--- src/rtl/fifo_push_arbiter_pkg.sv ---
// Shared types and helpers for the round-robin FIFO push arbiter.
// The optional burst feature is enabled with the FIFO_ARB_BURST_EN macro.
package fifo_arb_pkg;

    typedef enum logic {
        ARB_IDLE  = 1'b0,
        ARB_BURST = 1'b1
    } arb_state_e;

    // Index width that never collapses to zero bits.
    function automatic int clog2_min1(input int value);
        return (value <= 2) ? 1 : $clog2(value);
    endfunction

    // Distance walked upward from start to reach pos, wrapping modulo n.
    function automatic int rr_distance(input int pos, input int start, input int n);
        return (pos + n - start) % n;
    endfunction

endpackage

--- src/rtl/fifo_push_arbiter_if.sv ---
// Producer/FIFO-facing bundle of the push arbiter.
// slave is the arbiter side; master is the producers plus fifo_top.full_o.
interface fifo_push_arbiter_if #(
    parameter int WIDTH = 32,
    parameter int N_REQ = 4
);
    logic [N_REQ-1:0]            req_i;
    logic [N_REQ-1:0][WIDTH-1:0] data_i;
    logic                        fifo_full_i;
    logic [N_REQ-1:0]            gnt_o;
    logic [N_REQ-1:0]            ack_o;
    logic                        fifo_push_o;
    logic [WIDTH-1:0]            fifo_data_o;
    logic                        busy_o;

    modport master (
        output req_i, data_i, fifo_full_i,
        input  gnt_o, ack_o, fifo_push_o, fifo_data_o, busy_o
    );

    modport slave (
        input  req_i, data_i, fifo_full_i,
        output gnt_o, ack_o, fifo_push_o, fifo_data_o, busy_o
    );
endinterface

--- src/rtl/fifo_push_arbiter_rr_pick.sv ---
// Combinational round-robin picker: first unmasked request at or above start,
// wrapping around; valid is low when nothing is eligible.
module rr_pick
    import fifo_arb_pkg::*;
#(
    parameter int N_REQ = 4,
    parameter int IDX_W = clog2_min1(N_REQ)
) (
    input  logic [N_REQ-1:0] req,
    input  logic [IDX_W-1:0] start,
    input  logic [N_REQ-1:0] mask,
    output logic [IDX_W-1:0] idx,
    output logic             valid
);

    logic [N_REQ-1:0] cand;
    int               best;

    assign cand = req & ~mask;

    always_comb begin
        // NOTE: every output is given a default before the search so no path infers a latch.
        idx   = '0;
        valid = 1'b0;
        best  = N_REQ;
        for (int p = 0; p < N_REQ; p++) begin
            if (cand[p] && (rr_distance(p, int'(start), N_REQ) < best)) begin
                best  = rr_distance(p, int'(start), N_REQ);
                idx   = IDX_W'(p);
                valid = 1'b1;
            end
        end
    end

endmodule

--- src/rtl/fifo_push_arbiter.sv ---
// Round-robin push arbiter sharing one fifo_top write port between N_REQ producers.
// Define FIFO_ARB_BURST_EN to hold a grant for up to MAX_BURST pushes; otherwise one push per grant.
module fifo_push_arbiter
    import fifo_arb_pkg::*;
#(
    parameter int WIDTH     = 32,
    parameter int N_REQ     = 4,
    parameter int MAX_BURST = 4
) (
    input logic              clk_i,
    input logic              rst_i,
    fifo_push_arbiter_if.slave bus
);

    localparam int IDX_W = clog2_min1(N_REQ);

    if (N_REQ < 2 || MAX_BURST < 1) begin : g_bad_params
        $error("fifo_push_arbiter: need N_REQ >= 2 and MAX_BURST >= 1");
    end

    arb_state_e       state, state_nxt;
    logic [IDX_W-1:0] owner, owner_nxt;
    logic [IDX_W-1:0] rr_ptr, rr_ptr_nxt;
    logic [N_REQ-1:0] gnt_q;
    logic [IDX_W-1:0] owner_inc;
    logic [N_REQ-1:0] owner_mask;
    logic [IDX_W-1:0] pick_start, pick_idx;
    logic [N_REQ-1:0] pick_mask;
    logic             pick_valid;
    logic             push, burst_last, burst_exit, start_burst;

    assign owner_inc  = (owner == IDX_W'(N_REQ - 1)) ? '0 : owner + IDX_W'(1);
    assign owner_mask = N_REQ'(1) << owner;

    // Idle: search from rr_ptr. Burst: search past the owner, excluding it.
    assign pick_start = (state == ARB_BURST) ? owner_inc  : rr_ptr;
    assign pick_mask  = (state == ARB_BURST) ? owner_mask : '0;

    rr_pick #(.N_REQ(N_REQ)) u_pick (
        .req   (bus.req_i),
        .start (pick_start),
        .mask  (pick_mask),
        .idx   (pick_idx),
        .valid (pick_valid)
    );

    // Reset gating drops the in-flight word of a cycle in which reset is asserted.
    assign push = (state == ARB_BURST) && bus.req_i[owner] && !bus.fifo_full_i && rst_i;

`ifdef FIFO_ARB_BURST_EN
    localparam int CNT_W = clog2_min1(MAX_BURST + 1);
    logic [CNT_W-1:0] burst_cnt;

    always_ff @(posedge clk_i) begin
        if (!rst_i)           burst_cnt <= '0;
        else if (start_burst) burst_cnt <= '0;
        else if (push)        burst_cnt <= burst_cnt + CNT_W'(1);
    end

    assign burst_last = push && (burst_cnt == CNT_W'(MAX_BURST - 1));
`else
    assign burst_last = push;
`endif

    assign burst_exit = (state == ARB_BURST) && (!bus.req_i[owner] || burst_last);

    always_comb begin
        state_nxt   = state;
        owner_nxt   = owner;
        rr_ptr_nxt  = rr_ptr;
        start_burst = 1'b0;
        case (state)
            ARB_IDLE: begin
                if (pick_valid) begin
                    state_nxt   = ARB_BURST;
                    owner_nxt   = pick_idx;
                    start_burst = 1'b1;
                end
            end
            ARB_BURST: begin
                if (burst_exit) begin
                    rr_ptr_nxt = owner_inc;
                    if (pick_valid) begin
                        owner_nxt   = pick_idx;
                        start_burst = 1'b1;
                    end else begin
                        state_nxt = ARB_IDLE;
                    end
                end
            end
            default: state_nxt = ARB_IDLE;
        endcase
    end

    always_ff @(posedge clk_i) begin
        // NOTE: sequential state uses non-blocking assignments so all registers update together.
        if (!rst_i) begin
            state  <= ARB_IDLE;
            owner  <= '0;
            rr_ptr <= '0;
            gnt_q  <= '0;
        end else begin
            state  <= state_nxt;
            owner  <= owner_nxt;
            rr_ptr <= rr_ptr_nxt;
            gnt_q  <= (state_nxt == ARB_BURST) ? (N_REQ'(1) << owner_nxt) : '0;
        end
    end

    assign bus.gnt_o       = gnt_q;
    assign bus.busy_o      = (state == ARB_BURST);
    assign bus.ack_o       = push ? owner_mask : '0;
    assign bus.fifo_push_o = push;
    assign bus.fifo_data_o = push ? bus.data_i[owner] : '0;

endmodule

--- src/flat_wrapper.sv ---
// flat-port wrapper written by rule: the top's interface ports become plain ports
module fifo_push_arbiter_flat import fifo_arb_pkg::*;
#(
    parameter int WIDTH     = 32,
    parameter int N_REQ     = 4,
    parameter int MAX_BURST = 4
)
  (clk_i, rst_i, bus_req_i, bus_data_i, bus_fifo_full_i, bus_gnt_o, bus_ack_o, bus_fifo_push_o, bus_fifo_data_o, bus_busy_o);
  fifo_push_arbiter_if #(.WIDTH(WIDTH), .N_REQ(N_REQ)) bus_i ();
  input logic clk_i;
  input logic rst_i;
  input wire logic [$bits(bus_i.req_i)-1:0] bus_req_i;
  input wire logic [$bits(bus_i.data_i)-1:0] bus_data_i;
  input wire logic [$bits(bus_i.fifo_full_i)-1:0] bus_fifo_full_i;
  output wire logic [$bits(bus_i.gnt_o)-1:0] bus_gnt_o;
  output wire logic [$bits(bus_i.ack_o)-1:0] bus_ack_o;
  output wire logic [$bits(bus_i.fifo_push_o)-1:0] bus_fifo_push_o;
  output wire logic [$bits(bus_i.fifo_data_o)-1:0] bus_fifo_data_o;
  output wire logic [$bits(bus_i.busy_o)-1:0] bus_busy_o;
  assign bus_i.req_i = bus_req_i;
  assign bus_i.data_i = bus_data_i;
  assign bus_i.fifo_full_i = bus_fifo_full_i;
  assign bus_gnt_o = bus_i.gnt_o;
  assign bus_ack_o = bus_i.ack_o;
  assign bus_fifo_push_o = bus_i.fifo_push_o;
  assign bus_fifo_data_o = bus_i.fifo_data_o;
  assign bus_busy_o = bus_i.busy_o;
  fifo_push_arbiter #(.WIDTH(WIDTH), .N_REQ(N_REQ), .MAX_BURST(MAX_BURST)) u_core (.clk_i(clk_i), .rst_i(rst_i), .bus(bus_i));
endmodule
--- config.mk ---
export PLATFORM = sky130hd
export DESIGN_NAME = fifo_push_arbiter_flat
export DESIGN_NICKNAME = d
export VERILOG_FILES = /design/src/rtl/fifo_push_arbiter_pkg.sv /design/src/rtl/fifo_push_arbiter_if.sv /design/src/rtl/fifo_push_arbiter_rr_pick.sv /design/src/rtl/fifo_push_arbiter.sv /design/src/flat_wrapper.sv
export SDC_FILE = /design/constraint.sdc
export NUM_CORES = 1
export LEC_CHECK = 0
export BUFFER_PORTS_ARGS = -buffer_cell sky130_fd_sc_hd__buf_2
export CORE_MARGIN = 10
export CORE_UTILIZATION = 35
export CTS_CLUSTER_DIAMETER = 40
export DETAILED_ROUTE_END_ITERATION = 10
export PLACE_DENSITY = 0.81
export SKIP_CTS_REPAIR_TIMING = 1
export SLEW_MARGIN = 25
export SYNTH_ARGS = -nofsm -noshare
export SYNTH_HDL_FRONTEND = slang
export SYNTH_SLANG_ARGS = --single-unit
--- constraint.sdc ---
create_clock -name clk_i -period 7.2 [get_ports clk_i]
set_input_delay 0.72 -clock clk_i [delete_from_list [all_inputs] [get_ports clk_i]]
set_output_delay 0.72 -clock clk_i [all_outputs]
set_load 0.05 [all_outputs]
Word-level counts from Yosys, hierarchy flattened:

Cells that the tools add are included.
Widths: inputs -> output; s select.

* muxes and demuxes: 25
* bitwise logic cells: 7
* shift-type cells: 2
* add/sub/neg operators: 5
* $lt $le $gt $ge: 5
* equal/unequal tests: 1
* reduce and logical (&&, ||, !) cells: 17

Operator list (number)
* $mux 32: 5
* $lt 3x32->1: 3
* $bmux 32 s2: 1
* $sub 3x2->4 const A: 4
* $mux 2: 6
* $logic_and 1x1->1: 8
* $mux 1: 8
* $mux 4: 2
* $reduce_or 2->1: 4
* $shl 1x2->4 const A: 2
* $and 1x1->1: 4
* $and 4x4->4: 1
* $lt 3x4->1 const B: 1
* $not 4->4: 1
* $pmux 2 s2: 1
* $reduce_and 2->1: 2
* $lt 2x3->1 const B: 1
* $add 2x1->2 const B: 1
* $bmux 1 s2: 1
* $eq 2x2->1 const B: 1
* $logic_not 1->1: 2
* $pmux 1 s2: 1
* $logic_or 1x1->1: 1
* $not 1->1: 1

* word-level logic and storage cells: 66
* output and inout port bits: 42
* bits of input ports: 135
* register bits after elaboration: 9

Logic depth before layout (Yosys ltp):

* word-level depth: 22
* gate-level depth with buffers: 19
* mapped depth without buffers: 17

Modules after synthesis:

A second synthesis with hierarchy kept.

* cell total of the unflattened synthesis: 169
* area, all modules: 1784.2 um^2

Modules (own cells, without submodules)
* fifo_push_arbiter: area an instance 1561.5 um^2, sequential area each 180.2 um^2, cells each 138, times used 1
* rr_pick: area an instance 222.7 um^2, sequential area each 0.0 um^2, cells each 31, times used 1

Worst setup path after synthesis:

No wires, ideal clock.

* kind: register -> register
* start: register u_core.owner[0]
* end: register u_core.gnt_q[0] (netlist: u_core.bus.gnt_o[0])
* cell stages (with the launch flop): 17
* path buffers: 2
* path slack: 2564 ps
* arrival: 4532 ps
* cell sequence: dfxtp_1 buf_1 clkbuf_1 inv_1 ha_1 nor3_1 a21oi_1 o32a_1 ha_1 o22ai_1 o21ai_0 nor2_1 a21o_1 ha_1 nor2_1 or4b_4 a2111oi_2

* longest elaborated chain between the ends: 22

RTL lines
* start: declaration: line fifo_push_arbiter.sv:22 `logic [IDX_W-1:0] owner, owner_nxt;`
* start signal: assignment: line fifo_push_arbiter.sv:104 `owner <= owner_nxt;`
* $add 2x1->2 or $eq 2x2->1 (tied branches): line fifo_push_arbiter.sv:32 `assign owner_inc = (owner == IDX_W'(N_REQ - 1)) ? '0 : owner + IDX_W'(1);`
* $mux 2 (*): line fifo_push_arbiter.sv:32
* named net u_core.owner_inc[1]: line fifo_push_arbiter.sv:25 `logic [IDX_W-1:0] owner_inc;`
* $mux 2 (*): line fifo_push_arbiter.sv:36 `assign pick_start = (state == ARB_BURST) ? owner_inc : rr_ptr;`
* $sub 3x2->4: line fifo_push_arbiter_pkg.sv:17 `return (pos + n - start) % n;`
* $reduce_or 2->1 (no source line)
* $and 1x1->1 (no source line)
* $lt 3x4->1: line fifo_push_arbiter_rr_pick.sv:27 `if (cand[p] && (rr_distance(p, int'(start), N_REQ) < best)) begin`
* [... 7 more ...]
* $mux 32: line fifo_push_arbiter_rr_pick.sv:27
* $lt 3x32->1: line fifo_push_arbiter_rr_pick.sv:27
* $logic_and 1x1->1: line fifo_push_arbiter_rr_pick.sv:27
* $mux 2 or $mux 1 (tied branches): line fifo_push_arbiter_rr_pick.sv:27
* $mux 2 or $mux 1 (tied branches): line fifo_push_arbiter.sv:74, fifo_push_arbiter.sv:83
* $mux 2 or $mux 1 (tied branches): line fifo_push_arbiter.sv:81 `if (burst_exit) begin`
* $pmux 2 s2 or $pmux 1 s2 (tied branches): line fifo_push_arbiter.sv:72 `case (state)`
* $shl 1x2->4 or $reduce_and 2->1 (tied branches)
* end signal: assignment: line fifo_push_arbiter.sv:106 `gnt_q <= (state_nxt == ARB_BURST) ? (N_REQ'(1) << owner_nxt) : '0;`
* end: declaration: line fifo_push_arbiter.sv:24 `logic [N_REQ-1:0] gnt_q;`

The timed path passes the listed nets; every way through them passes the cells marked *. The select of a mux whose other input is x is not followed.
A chain may end at the register's enable or synchronous reset.

Worst setup path after layout:

Same ends and word-level chain as after synthesis.

==> flow_summary.yaml <==
floorplanning:
  coreArea_sq_um: 4790
  die_area_sq_um: 8210
  die_h_um: 90.6
  die_w_um: 90.6
  start_util_pct: 36.4
  num_rows: 25
  io_pins: 177
drt:
  drc: 0
  via_per_inst: 5.43
  drt_iter0_drc: 123
  wirelength_um: 8520
  ant_nets: 0
  wire_per_inst_um: 21.0
  drtPass1Iterations: 4
  num_vias: 2201
clock_tree:
  cts_max_level: 1
  insertion_delay_ns: 0.23
  cts_root_buf: "clkbuf_8"
  clockBufferDepth: 2
  path_clk_slew_ns: 0.04
  clock_sinks: 9
  cts_buffers: 3
  cts_tree: "yes"
timing:
  finalHoldViolations: 0
  worstMarginPinSlew_ns: 0.855
  relSlewSlack_pct: 42.5
  postLayoutSetupSlackWorst_ns: 2.27
  finalMaxSlewViolations: 0
  setup_viol: 0
  hold_slack_ns: 0.542
  final.min_clock_period_ns: 4.93
  fin_crit_sh_pct: 68.5
  setup_tns_ns: 0
  rsz0062_at_grt: "no"
  clock.fmax_ghz: 0.203
  fin_skew_ns: 0.00415
yosys:
  synth_area_sq_um: 1740
  syn_area_per_cell_sq_um: 10.5
  syn_nets: 307
  synth_flop_cell: "dfxtp_1"
  seq_area_frac_synth_pct: 10.3
  synth_edf_count: 0
  yosysUniqueCellTypes: 41
  yosysWarnings: 0
  yosys_register_bits: 9
  async_flop_share_pct: 0
  syn_inst: 166
grt:
  grt-ovfl-total: 0
  grt_pass1_wl_um: 12800
  track_usage_pct: 19.3
  antenna_found_initial: 1
  grt_pass1_vias: 2218
  grt_max_degree: 38
worst_hold_path:
  min_from: "u_core.rr_ptr[0]"
  hold_end: "u_core.rr_ptr[0]"
  hold_depth: 2
  hp-class: "flop to flop"
worst_setup_path:
  critPathMaxFanout: 25
  rr_worst_depth: 17
  r2r_setup_slack_ns: 2.27
  r2r-end: "u_core.bus.gnt_o[0]"
  endpoint_kind: "flop"
  rr_startpoint: "u_core.owner[0]"
  critPathRequiredTime_ns: 7.33
  start_kind: "flop"
  crit_arrival_ns: 5.06
  path_class: "flop to flop"
run:
  maxCapViolCount: 0
place:
  place.gp.congestion: 0.883
  placed_cell_area_sq_um: 2680
  numPortBuffers: 176
  dp_slack_ns: 2.26
  dp_hpwl_um: 7270
  placedCellCount: 399
power:
  p_leak_nw: 1.38
  ir_drop_uv: 143
  power_density_nw_per_um2: 247
cells_and_area:
  mostFrequentLayoutCell: "buf_2"
  final_cell_mix: "buf_2 (176), and2_1 (36), mux4_2 (33)"
  fin_area_sq_um: 2730
  layout.nets: 478
  drive_gt1_share_pct: 65.8
  area_growth_pct: 56.7
  fin_cells: 405
run_status:
  outcome: "finished, final reports clean"
[power breakdown]
group          internal [mW]  switching [mW]
registers             0.0671          0.0262
logic                  0.245           0.279
clock network         0.0385          0.0188
total                  0.350           0.324
[per-stage QoR]
| stage | util [%] | power, mW |
|---|---|---|
| after floorplan | - | 0.498 |
| after global placement | 56.0 | 0.603 |
| after detailed placement | 56.1 | 0.615 |
| after CTS | 57.0 | 0.676 |
| after global routing | 57.1 | 0.728 |
| final | 57.1 | 0.674 |
[synthesized netlist by cell type (2+ instances only)]
library cell / count / area share, %
mux2i_1: 4 / 2.3
ha_1: 6 / 4.3
nor3_1: 3 / 0.86
dfxtp_1: 9 / 10
a21o_1: 3 / 1.3
nor3b_1: 2 / 0.86
nand3_1: 2 / 0.57
a21oi_1: 3 / 0.86
clkbuf_1: 7 / 1.5
o21ai_0: 4 / 1.1
nor2b_1: 3 / 1.1
nor2_1: 7 / 1.5
a21boi_0: 4 / 1.7
buf_2: 3 / 0.86
mux4_2: 33 / 43
buf_1: 2 / 0.43
nand2_1: 7 / 1.5
and2_1: 36 / 13
inv_1: 6 / 1.3
[layout make-up]
type                            instances  area (sq um)
Antenna cell                            2          5.00
Clock buffer                            4          45.0
Fill cell                             446          2050
Inverter                                6          22.5
Multi-Input combinational cell        139          1500
Sequential cell                         9           181
Tap cell                               67          83.8
Timing Repair Buffer                  178           896
[cell families (layout without fill, tap and decap cells)]
kind of cell	after synthesis	in the layout	share of synthesized area, %
AOI/OAI and AO/OA	29	29	13.6
adders and majority gates	6	6	4.30
buffers and inverters	18	188	4.09
DFF	9	9	10.3
muxes	37	37	44.9
other	0	2	0
and+or+nand+nor	67	67	22.7
[metal layers]
metal / track usage (%) / part of all wire [%] / up-vias
li1: - / - / 1000
met1: 20.6 / 35 / 1035
met2: 35.9 / 53 / 147
met3: 5.15 / 10 / 19
met4: 5.70 / 2.0 / 0
met5: 0 / 0 / -
[registers in the layout (all words and copies together), names as in the netlist]
signal,count
u_core.bus.gnt_o,4
u_core.rr_ptr,2
u_core.bus.busy_o,1
u_core.owner,2
[worst max-delay path by stage]
| stage | start | to | slack [ns] | cells after the start |
|---|---|---|---|---|
| detailed placement | u_core.owner[0] | u_core.bus.gnt_o[0] | 2.26 | 17 |
| global route | u_core.owner[0] | u_core.bus.gnt_o[0] | 1.89 | 17 |
| floorplan | u_core.owner[0] | u_core.bus.gnt_o[0] | 2.56 | 16 |
| global placement | u_core.owner[0] | u_core.bus.gnt_o[0] | 2.47 | 15 |
| CTS | u_core.owner[0] | u_core.bus.gnt_o[0] | 2.26 | 17 |
| finish | u_core.owner[0] | u_core.bus.gnt_o[0] | 2.27 | 17 |
[critical path, cell delays in order, from the launching register on]
cell,delay (ns)
dfxtp_2,0.68
buf_4,0.47
inv_1,0.12
ha_1,0.36
nor3_1,0.27
a21oi_1,0.12
o32a_1,0.36
ha_1,0.31
o22ai_1,0.07
o21ai_0,0.47
nor2_1,0.10
a21o_1,0.17
ha_1,0.32
inv_1,0.06
o31a_1,0.29
o211ai_1,0.23
a41oi_1,0.10
a2111oi_2,0.30
Power figures use the tool's default switching activity.
